### config.mk
export PLATFORM = sky130hd
export DESIGN_NAME = branch_redirect_ctrl
export DESIGN_NICKNAME = d
export VERILOG_FILES = /design/src/rtl/branch_redirect_ctrl.sv
export SDC_FILE = /design/constraint.sdc
export NUM_CORES = 1
export LEC_CHECK = 0
export CAP_MARGIN = 20
export CORE_ASPECT_RATIO = 1.4
export CORE_UTILIZATION = 45
export DETAILED_ROUTE_END_ITERATION = 8
export PLACE_DENSITY = 0.8
export SLEW_MARGIN = 20
export SYNTH_ARGS = -nofsm -noshare
export SYNTH_HDL_FRONTEND = slang
export SYNTH_SLANG_ARGS = --single-unit
### constraint.sdc
create_clock -name clk -period 2.6 [get_ports clk]
set_clock_uncertainty 0.05 [all_clocks]
set_input_delay 0.65 -clock clk [delete_from_list [all_inputs] [get_ports clk]]
set_output_delay 0.65 -clock clk [all_outputs]
set_load 0.005 [all_outputs]
### src/rtl/branch_redirect_ctrl.sv
// branch_redirect_ctrl
// Resolves EX-stage control flow under static not-taken prediction: issues a
// handshaked PC redirect to fetch, squashes the wrong-path IF/ID and ID/EX
// contents, raises an instruction-address-misaligned trap, and keeps branch
// statistics. All valid/flush/busy outputs are registered flags that track
// the FSM state, so there is no input-to-output combinational path.
module branch_redirect_ctrl #(
   parameter int XLEN  = 32,
   parameter int CNT_W = 32
) (
   input  logic             clk,
   input  logic             rst_n,
   input  logic             ex_valid,
   input  logic [6:0]       ex_opcode,
   input  logic [XLEN-1:0]  ex_pc,
   input  logic [XLEN-1:0]  ex_target,
   input  logic             branch_taken,
   input  logic             bolha,
   input  logic             fetch_ready,
   input  logic             trap_ack,
   output logic             redirect_valid,
   output logic [XLEN-1:0]  redirect_pc,
   output logic             flush_ifid,
   output logic             flush_idex,
   output logic             trap_valid,
   output logic [XLEN-1:0]  trap_pc,
   output logic [XLEN-1:0]  trap_tval,
   output logic             busy,
   output logic [CNT_W-1:0] cnt_branch,
   output logic [CNT_W-1:0] cnt_taken,
   output logic [CNT_W-1:0] cnt_redirect
);

   localparam logic [6:0] OP_BRANCH = 7'b1100011;
   localparam logic [6:0] OP_JAL    = 7'b1101111;
   localparam logic [6:0] OP_JALR   = 7'b1100111;

   typedef enum logic [1:0] {
      IDLE     = 2'd0,
      REDIRECT = 2'd1,
      TRAP     = 2'd2
   } state_t;

   state_t            state_r;
   logic              redirect_valid_r;
   logic              trap_valid_r;
   logic              flush_r;
   logic [XLEN-1:0]   redirect_pc_r;
   logic [XLEN-1:0]   trap_pc_r;
   logic [XLEN-1:0]   trap_tval_r;
   logic [CNT_W-1:0]  cnt_branch_r;
   logic [CNT_W-1:0]  cnt_taken_r;
   logic [CNT_W-1:0]  cnt_redirect_r;

   logic              resolve_s;
   logic              is_branch_s;
   logic              is_jal_s;
   logic              is_jalr_s;
   logic              cf_event_s;
   logic              misaligned_s;
   logic [XLEN-1:0]   tgt_s;

   // Decode the EX instruction and form the effective target and event flags
   always_comb begin
      is_branch_s  = (ex_opcode == OP_BRANCH);
      is_jal_s     = (ex_opcode == OP_JAL);
      is_jalr_s    = (ex_opcode == OP_JALR);
      resolve_s    = (state_r == IDLE) && ex_valid && !bolha;
      tgt_s        = ex_target;
      if (is_jalr_s) begin
         // JALR ignores bit 0 of the computed address
         tgt_s = {ex_target[XLEN-1:1], 1'b0};
      end else begin
         tgt_s = ex_target;
      end
      cf_event_s   = resolve_s && (is_jal_s || is_jalr_s || (is_branch_s && branch_taken));
      misaligned_s = (tgt_s[1:0] != 2'b00);
   end

   // Redirect/trap FSM with registered request, flush and captured addresses
   always_ff @(posedge clk or negedge rst_n) begin
      if (!rst_n) begin
         state_r          <= IDLE;
         redirect_valid_r <= 1'b0;
         trap_valid_r     <= 1'b0;
         flush_r          <= 1'b0;
         redirect_pc_r    <= '0;
         trap_pc_r        <= '0;
         trap_tval_r      <= '0;
      end else begin
         case (state_r)
            IDLE: begin
               if (cf_event_s) begin
                  flush_r <= 1'b1;
                  if (misaligned_s) begin
                     state_r      <= TRAP;
                     trap_valid_r <= 1'b1;
                     trap_pc_r    <= ex_pc;
                     trap_tval_r  <= tgt_s;
                  end else begin
                     state_r          <= REDIRECT;
                     redirect_valid_r <= 1'b1;
                     redirect_pc_r    <= tgt_s;
                  end
               end else begin
                  state_r <= IDLE;
               end
            end
            REDIRECT: begin
               if (fetch_ready) begin
                  state_r          <= IDLE;
                  redirect_valid_r <= 1'b0;
                  flush_r          <= 1'b0;
               end else begin
                  state_r <= REDIRECT;
               end
            end
            TRAP: begin
               if (trap_ack) begin
                  state_r      <= IDLE;
                  trap_valid_r <= 1'b0;
                  flush_r      <= 1'b0;
               end else begin
                  state_r <= TRAP;
               end
            end
            default: begin
               state_r          <= IDLE;
               redirect_valid_r <= 1'b0;
               trap_valid_r     <= 1'b0;
               flush_r          <= 1'b0;
            end
         endcase
      end
   end

   // Branch statistics, advanced only in resolve cycles, wrapping on overflow
   always_ff @(posedge clk or negedge rst_n) begin
      if (!rst_n) begin
         cnt_branch_r   <= '0;
         cnt_taken_r    <= '0;
         cnt_redirect_r <= '0;
      end else begin
         if (resolve_s && is_branch_s) begin
            cnt_branch_r <= cnt_branch_r + CNT_W'(1);
            if (branch_taken) begin
               cnt_taken_r <= cnt_taken_r + CNT_W'(1);
            end else begin
               cnt_taken_r <= cnt_taken_r;
            end
         end else begin
            cnt_branch_r <= cnt_branch_r;
            cnt_taken_r  <= cnt_taken_r;
         end
         if (cf_event_s && !misaligned_s) begin
            cnt_redirect_r <= cnt_redirect_r + CNT_W'(1);
         end else begin
            cnt_redirect_r <= cnt_redirect_r;
         end
      end
   end

   assign redirect_valid = redirect_valid_r;
   assign redirect_pc    = redirect_pc_r;
   assign trap_valid     = trap_valid_r;
   assign trap_pc        = trap_pc_r;
   assign trap_tval      = trap_tval_r;
   assign flush_ifid     = flush_r;
   assign flush_idex     = flush_r;
   assign busy           = flush_r;
   assign cnt_branch     = cnt_branch_r;
   assign cnt_taken      = cnt_taken_r;
   assign cnt_redirect   = cnt_redirect_r;

endmodule

Word-level counts from Yosys, hierarchy flattened
Index checks and enable logic that the tools add are counted.
{"block": "word_totals", "register_bits": 197, "in_bits": 78, "out_inout_bits": 197, "elab_cells": 60}
{"block": "op_classes", "n_addsub": 3, "eq_ne": 10, "muxes": 16, "bitwise": 3, "reduce_logical": 18}
{"operator": "adder 32 x 1 -> 32 bit, second input constant", "n": 3}
{"operator": "equality test 7 bit, second input constant", "n": 3}
{"operator": "inequality test 2 bit, second input constant", "n": 5}
{"operator": "two-way mux 1 bit", "n": 9}
{"operator": "case mux 1 bit (3 select lines)", "n": 3}
{"operator": "AND reduction 3 bit", "n": 3}
{"operator": "AND reduction 4 bit", "n": 2}
{"operator": "logical AND 1 bit", "n": 6}
{"operator": "two-way mux 2 bit", "n": 3}
{"operator": "case mux 2 bit (3 select lines)", "n": 1}
{"operator": "NOT 1 bit", "n": 3}
{"operator": "equality test 2 x 1 -> 1 bit, second input constant", "n": 1}
{"operator": "equality test 2 bit, second input constant", "n": 1}
{"operator": "logical NOT 1 bit", "n": 2}
{"operator": "logical NOT 2 bit", "n": 1}
{"operator": "logical OR 1 bit", "n": 2}
{"operator": "AND reduction 2 bit", "n": 1}
{"operator": "nonzero test 2 bit", "n": 1}

Depth between registers and ports, before layout
{"block": "logic_depth", "word_depth": 6, "ltp_mapped": 7, "mapped_depth_nobuf": 6}

Worst setup path before layout
OpenSTA, ideal clock, no wires.
{"block": "synth_timing", "path_kind": "input port to flip-flop", "startpoint": "input port bolha", "endpoint": "register trap_pc_r[30] (netlist: trap_pc[30])", "setup_time_ps": 128, "arrival_time_ps": 2060, "required_ps": 2422, "setup_slack_ps": 363, "cell_stages": 7, "path_buffers": 2, "path_cell_list": "nor4b_2 o21a_1 nand3_1 nor2_1 buf_2 buf_4 mux2_1"}
{"block": "synth_via", "elab_chain_cells": 4}
{"item": "start: declaration", "line": "18", "rtl": "input logic bolha,"}
{"item": "logical NOT 1 bit", "line": "68", "rtl": "resolve_s = (state_r == IDLE) && ex_valid && !bolha;"}
{"item": "logical AND 1 bit", "line": "68"}
{"item": "logical AND 1 bit", "line": "76", "rtl": "cf_event_s = resolve_s && (is_jal_s || is_jalr_s || (is_branch_s && branch_taken));"}
{"item": "AND reduction 3 bit (no source line)"}
{"item": "end signal: assignment", "line": "98", "rtl": "trap_pc_r <= ex_pc;"}
{"item": "end: declaration", "line": "49", "rtl": "logic [XLEN-1:0] trap_pc_r;"}
No other way between the ends.
A chain may end at the register's enable or synchronous reset.

Worst setup path after layout
{"block": "layout_timing", "startpoint": "input port bolha", "endpoint": "register trap_tval_r[9] (netlist: trap_tval[9])"}
{"block": "layout_via", "elab_chain_cells": 4}
{"item": "logical NOT 1 bit", "line": "68"}
{"item": "logical AND 1 bit", "line": "68"}
{"item": "logical AND 1 bit", "line": "76"}
{"item": "AND reduction 3 bit (no source line)"}
{"item": "end signal: assignment", "line": "99", "rtl": "trap_tval_r <= tgt_s;"}
{"item": "end: declaration", "line": "50", "rtl": "logic [XLEN-1:0] trap_tval_r;"}
No other way between the ends.

==> reports/qor.csv <==
metric;value;unit
grt ovf;0;
worst vdd rail ir drop;0.387;mV
Tcrit/Tclk final;0.891;
Critical R2R Capture;cnt_taken[25]$_DFFE_PN0P_;
total track usage;0.227;
Post-Route Utilization;0.677;
post-synthesis register bit count;197;
maxcap violations;0;
die height;162;um
Initial Util;0.460;
RePlAce Congestion;0.833;
Mean Syn Cell Area;12.8;um2
Fin. Hold Viols;0;
Leakage;5.64;nW
total negative slack;0;ps
largest net degree at the start of global routing;56;
Detail Placement HPWL;15800;um
share of layout cells above drive strength 1;0.150;
CTS Hold Bufs;0;
wire per inst;16.9;um
Placement Rows;58;
post-synthesis sequential area ratio;0.596;
share of the synthesized area in the top cell type;0.596;
via count;6160;
Cells after Synth;644;
die area;18900;um2
RSZ-0062 raised after global routing;false;
reg-to-reg slack, setup;430;ps
Data required, critical path;2850;ps
Reg2Reg Depth;5;
port buffer count;274;
Critical Path Fanout Max;21;
Clock Latency Late Sink;430;ps
Synth Warn #;0;
worst endpoint data arrival time;2570;ps
cell taking the most area after synthesis;dfrtp_1;
first-pass GRT wire length;32900;um
vias in the first global route;6322;
PwrDens;519;nW/um2
Total Wirelength;20500;um
Netlist cell types;39;
# H-tree levels;4;
count of final setup violators;0;
CTS Buf Count;17;
FF-to-FF Start;cnt_taken[6]$_DFFE_PN0P_;
total power;6.32;mW
Layout area overhead;47.4;%
Startpoint Class;primary input;
final net count;1043;
Least-Margin Pin Slew;468;ps
max-slew violation count;0;
Setup crit start;bolha;
commonest non-fill, non-tap cell in the layout;clkdlybuf4s50_1;
synthesized area;8270;um2
I/O Pins;275;
Fmax achieved;432;MHz
core area;18000;um2
TritonCTS clock tree;done;
Die Wd;117;um
CTS sink count;197;
clk buf depth;2;
most frequent cells in the layout;clkdlybuf4s50_1, dfrtp_1, mux2_2;
post-DR vias/cell;5.07;
Post-CTS Resized;0;
Rel. slew slack;0.688;
postcts setup bufs;0;
status;complete, no violations;
CP Capture Type;flip-flop;
TritonRoute pass-1 iters;5;
Synthesized Nets;725;
path type of the worst setup path;primary input to flip-flop;
crit path time final;2320;ps
DP Area;11600;um2
top post-synthesis cells by area;dfrtp_1, mux2_2, mux2_1;
ANT nets after route;0;
clk root buf;clkbuf_16;
# fillers;1372;
Worst-path clk slew;70;ps
DRC;0;
initial antenna violation count;1;
worst min path class;primary input to asynchronous set/reset pin;
Setup crit end;trap_tval[9]$_DFFE_PN0P_;
design area;12200;um2
number of DRC markers in iteration 0;372;
sequential cells by signal (all words and copies together) (netlist names), 2 cells and up:
signal / cells
cnt_taken: 32
redirect_pc: 32
trap_pc: 32
state_r: 2
cnt_branch: 32
cnt_redirect: 32
trap_tval: 32
logic make-up (layout without fill, tap and decap cells):
kind of cell	count (synthesis)	count (layout)	synth area share
and+or+nand+nor	211	211	0.141
DFF	197	197	0.596
muxes	96	96	0.131
xor gates and xnor gates	93	93	0.0985
buffers and inverters	34	365	0.0192
AOI/OAI and AO/OA	10	10	0.0101
adders and majority gates	3	3	0.00454
other	0	1	0
area by class of cell:
type / instances / area (um2) / area share
Inverter: 13 / 48.8 / 0.00400
Clock inverter: 13 / 113 / 0.00924
Clock buffer: 19 / 453 / 0.0372
Multi-Input combinational cell: 413 / 3190 / 0.262
Sequential cell: 197 / 4930 / 0.404
Timing Repair Buffer: 320 / 3150 / 0.259
Tap cell: 240 / 300 / 0.0246
Antenna cell: 1 / 2.50 / 0.000205
synth_stat cells:
cell type  count
o21ai_0        3
nor4_4         1
and2_0         2
or2_2          2
nand2_1       43
and3_1        11
a21o_1         2
buf_2          7
nor4_1         6
mux2_2        50
nand4_1       25
dfrtp_1      197
and2_1         2
o21a_1         1
and2_4         1
buf_4          6
nand2b_1       2
nor4_2         6
xnor2_1       49
a21oi_1        2
a2111oi_4      1
and2_2         1
nor4b_2        1
or4_1          1
nand4_2        1
or4b_1         1
clkbuf_1       8
nor3_1        31
and4_1         3
ha_1           3
nor2_1        27
mux2_1        46
inv_1         13
xor2_1        44
nand3_1       39
or4b_4         1
o31a_1         1
nor2b_1        3
nor4b_4        1
per-layer routing:
metal  vias to the layer above  part of all wire  global-route usage
li1                       2879                 -                   -
met1                      3040              0.38               0.260
met2                       200              0.52               0.395
met3                        41             0.058              0.0510
met4                         0             0.037               0.112
met5                         -                 0                   0
stage by stage:
stage,hold WS (ps),cells,worst slack (ps)
2_1_floorplan,304,644,363
3_3_place_gp,404,1183,-131
3_5_place_dp,419,1183,-183
4_1_cts,128,1215,269
5_1_grt,151,1216,149
6_report,122,1216,285
critical path, cell delays in order:
cell and delay (ps):
clkdlybuf4s50_1 460, nor4b_2 230, buf_4 150, o21a_1 140, nand3_1 140, nor2_4 250, buf_12 210, mux2_1 340
where the power goes:
group          total (mW)  switching [mW]  internal (mW)
Combinational       0.575           0.202          0.373
Sequential           3.23          0.0611           3.17
Clock                2.52            1.21           1.31
how the worst min path moves through the flow:
stage | startpoint | to | slack, ps
2_1_floorplan | rst_n | busy$_DFFE_PN0P_ | 300
3_3_place_gp | cnt_redirect[31]$_DFFE_PN0P_ | cnt_redirect[31]$_DFFE_PN0P_ | 400
3_5_place_dp | cnt_redirect[31]$_DFFE_PN0P_ | cnt_redirect[31]$_DFFE_PN0P_ | 420
4_1_cts | rst_n | cnt_taken[15]$_DFFE_PN0P_ | 130
5_1_grt | rst_n | cnt_taken[15]$_DFFE_PN0P_ | 150
6_report | rst_n | cnt_taken[15]$_DFFE_PN0P_ | 120
Power figures use the tool's default switching activity.
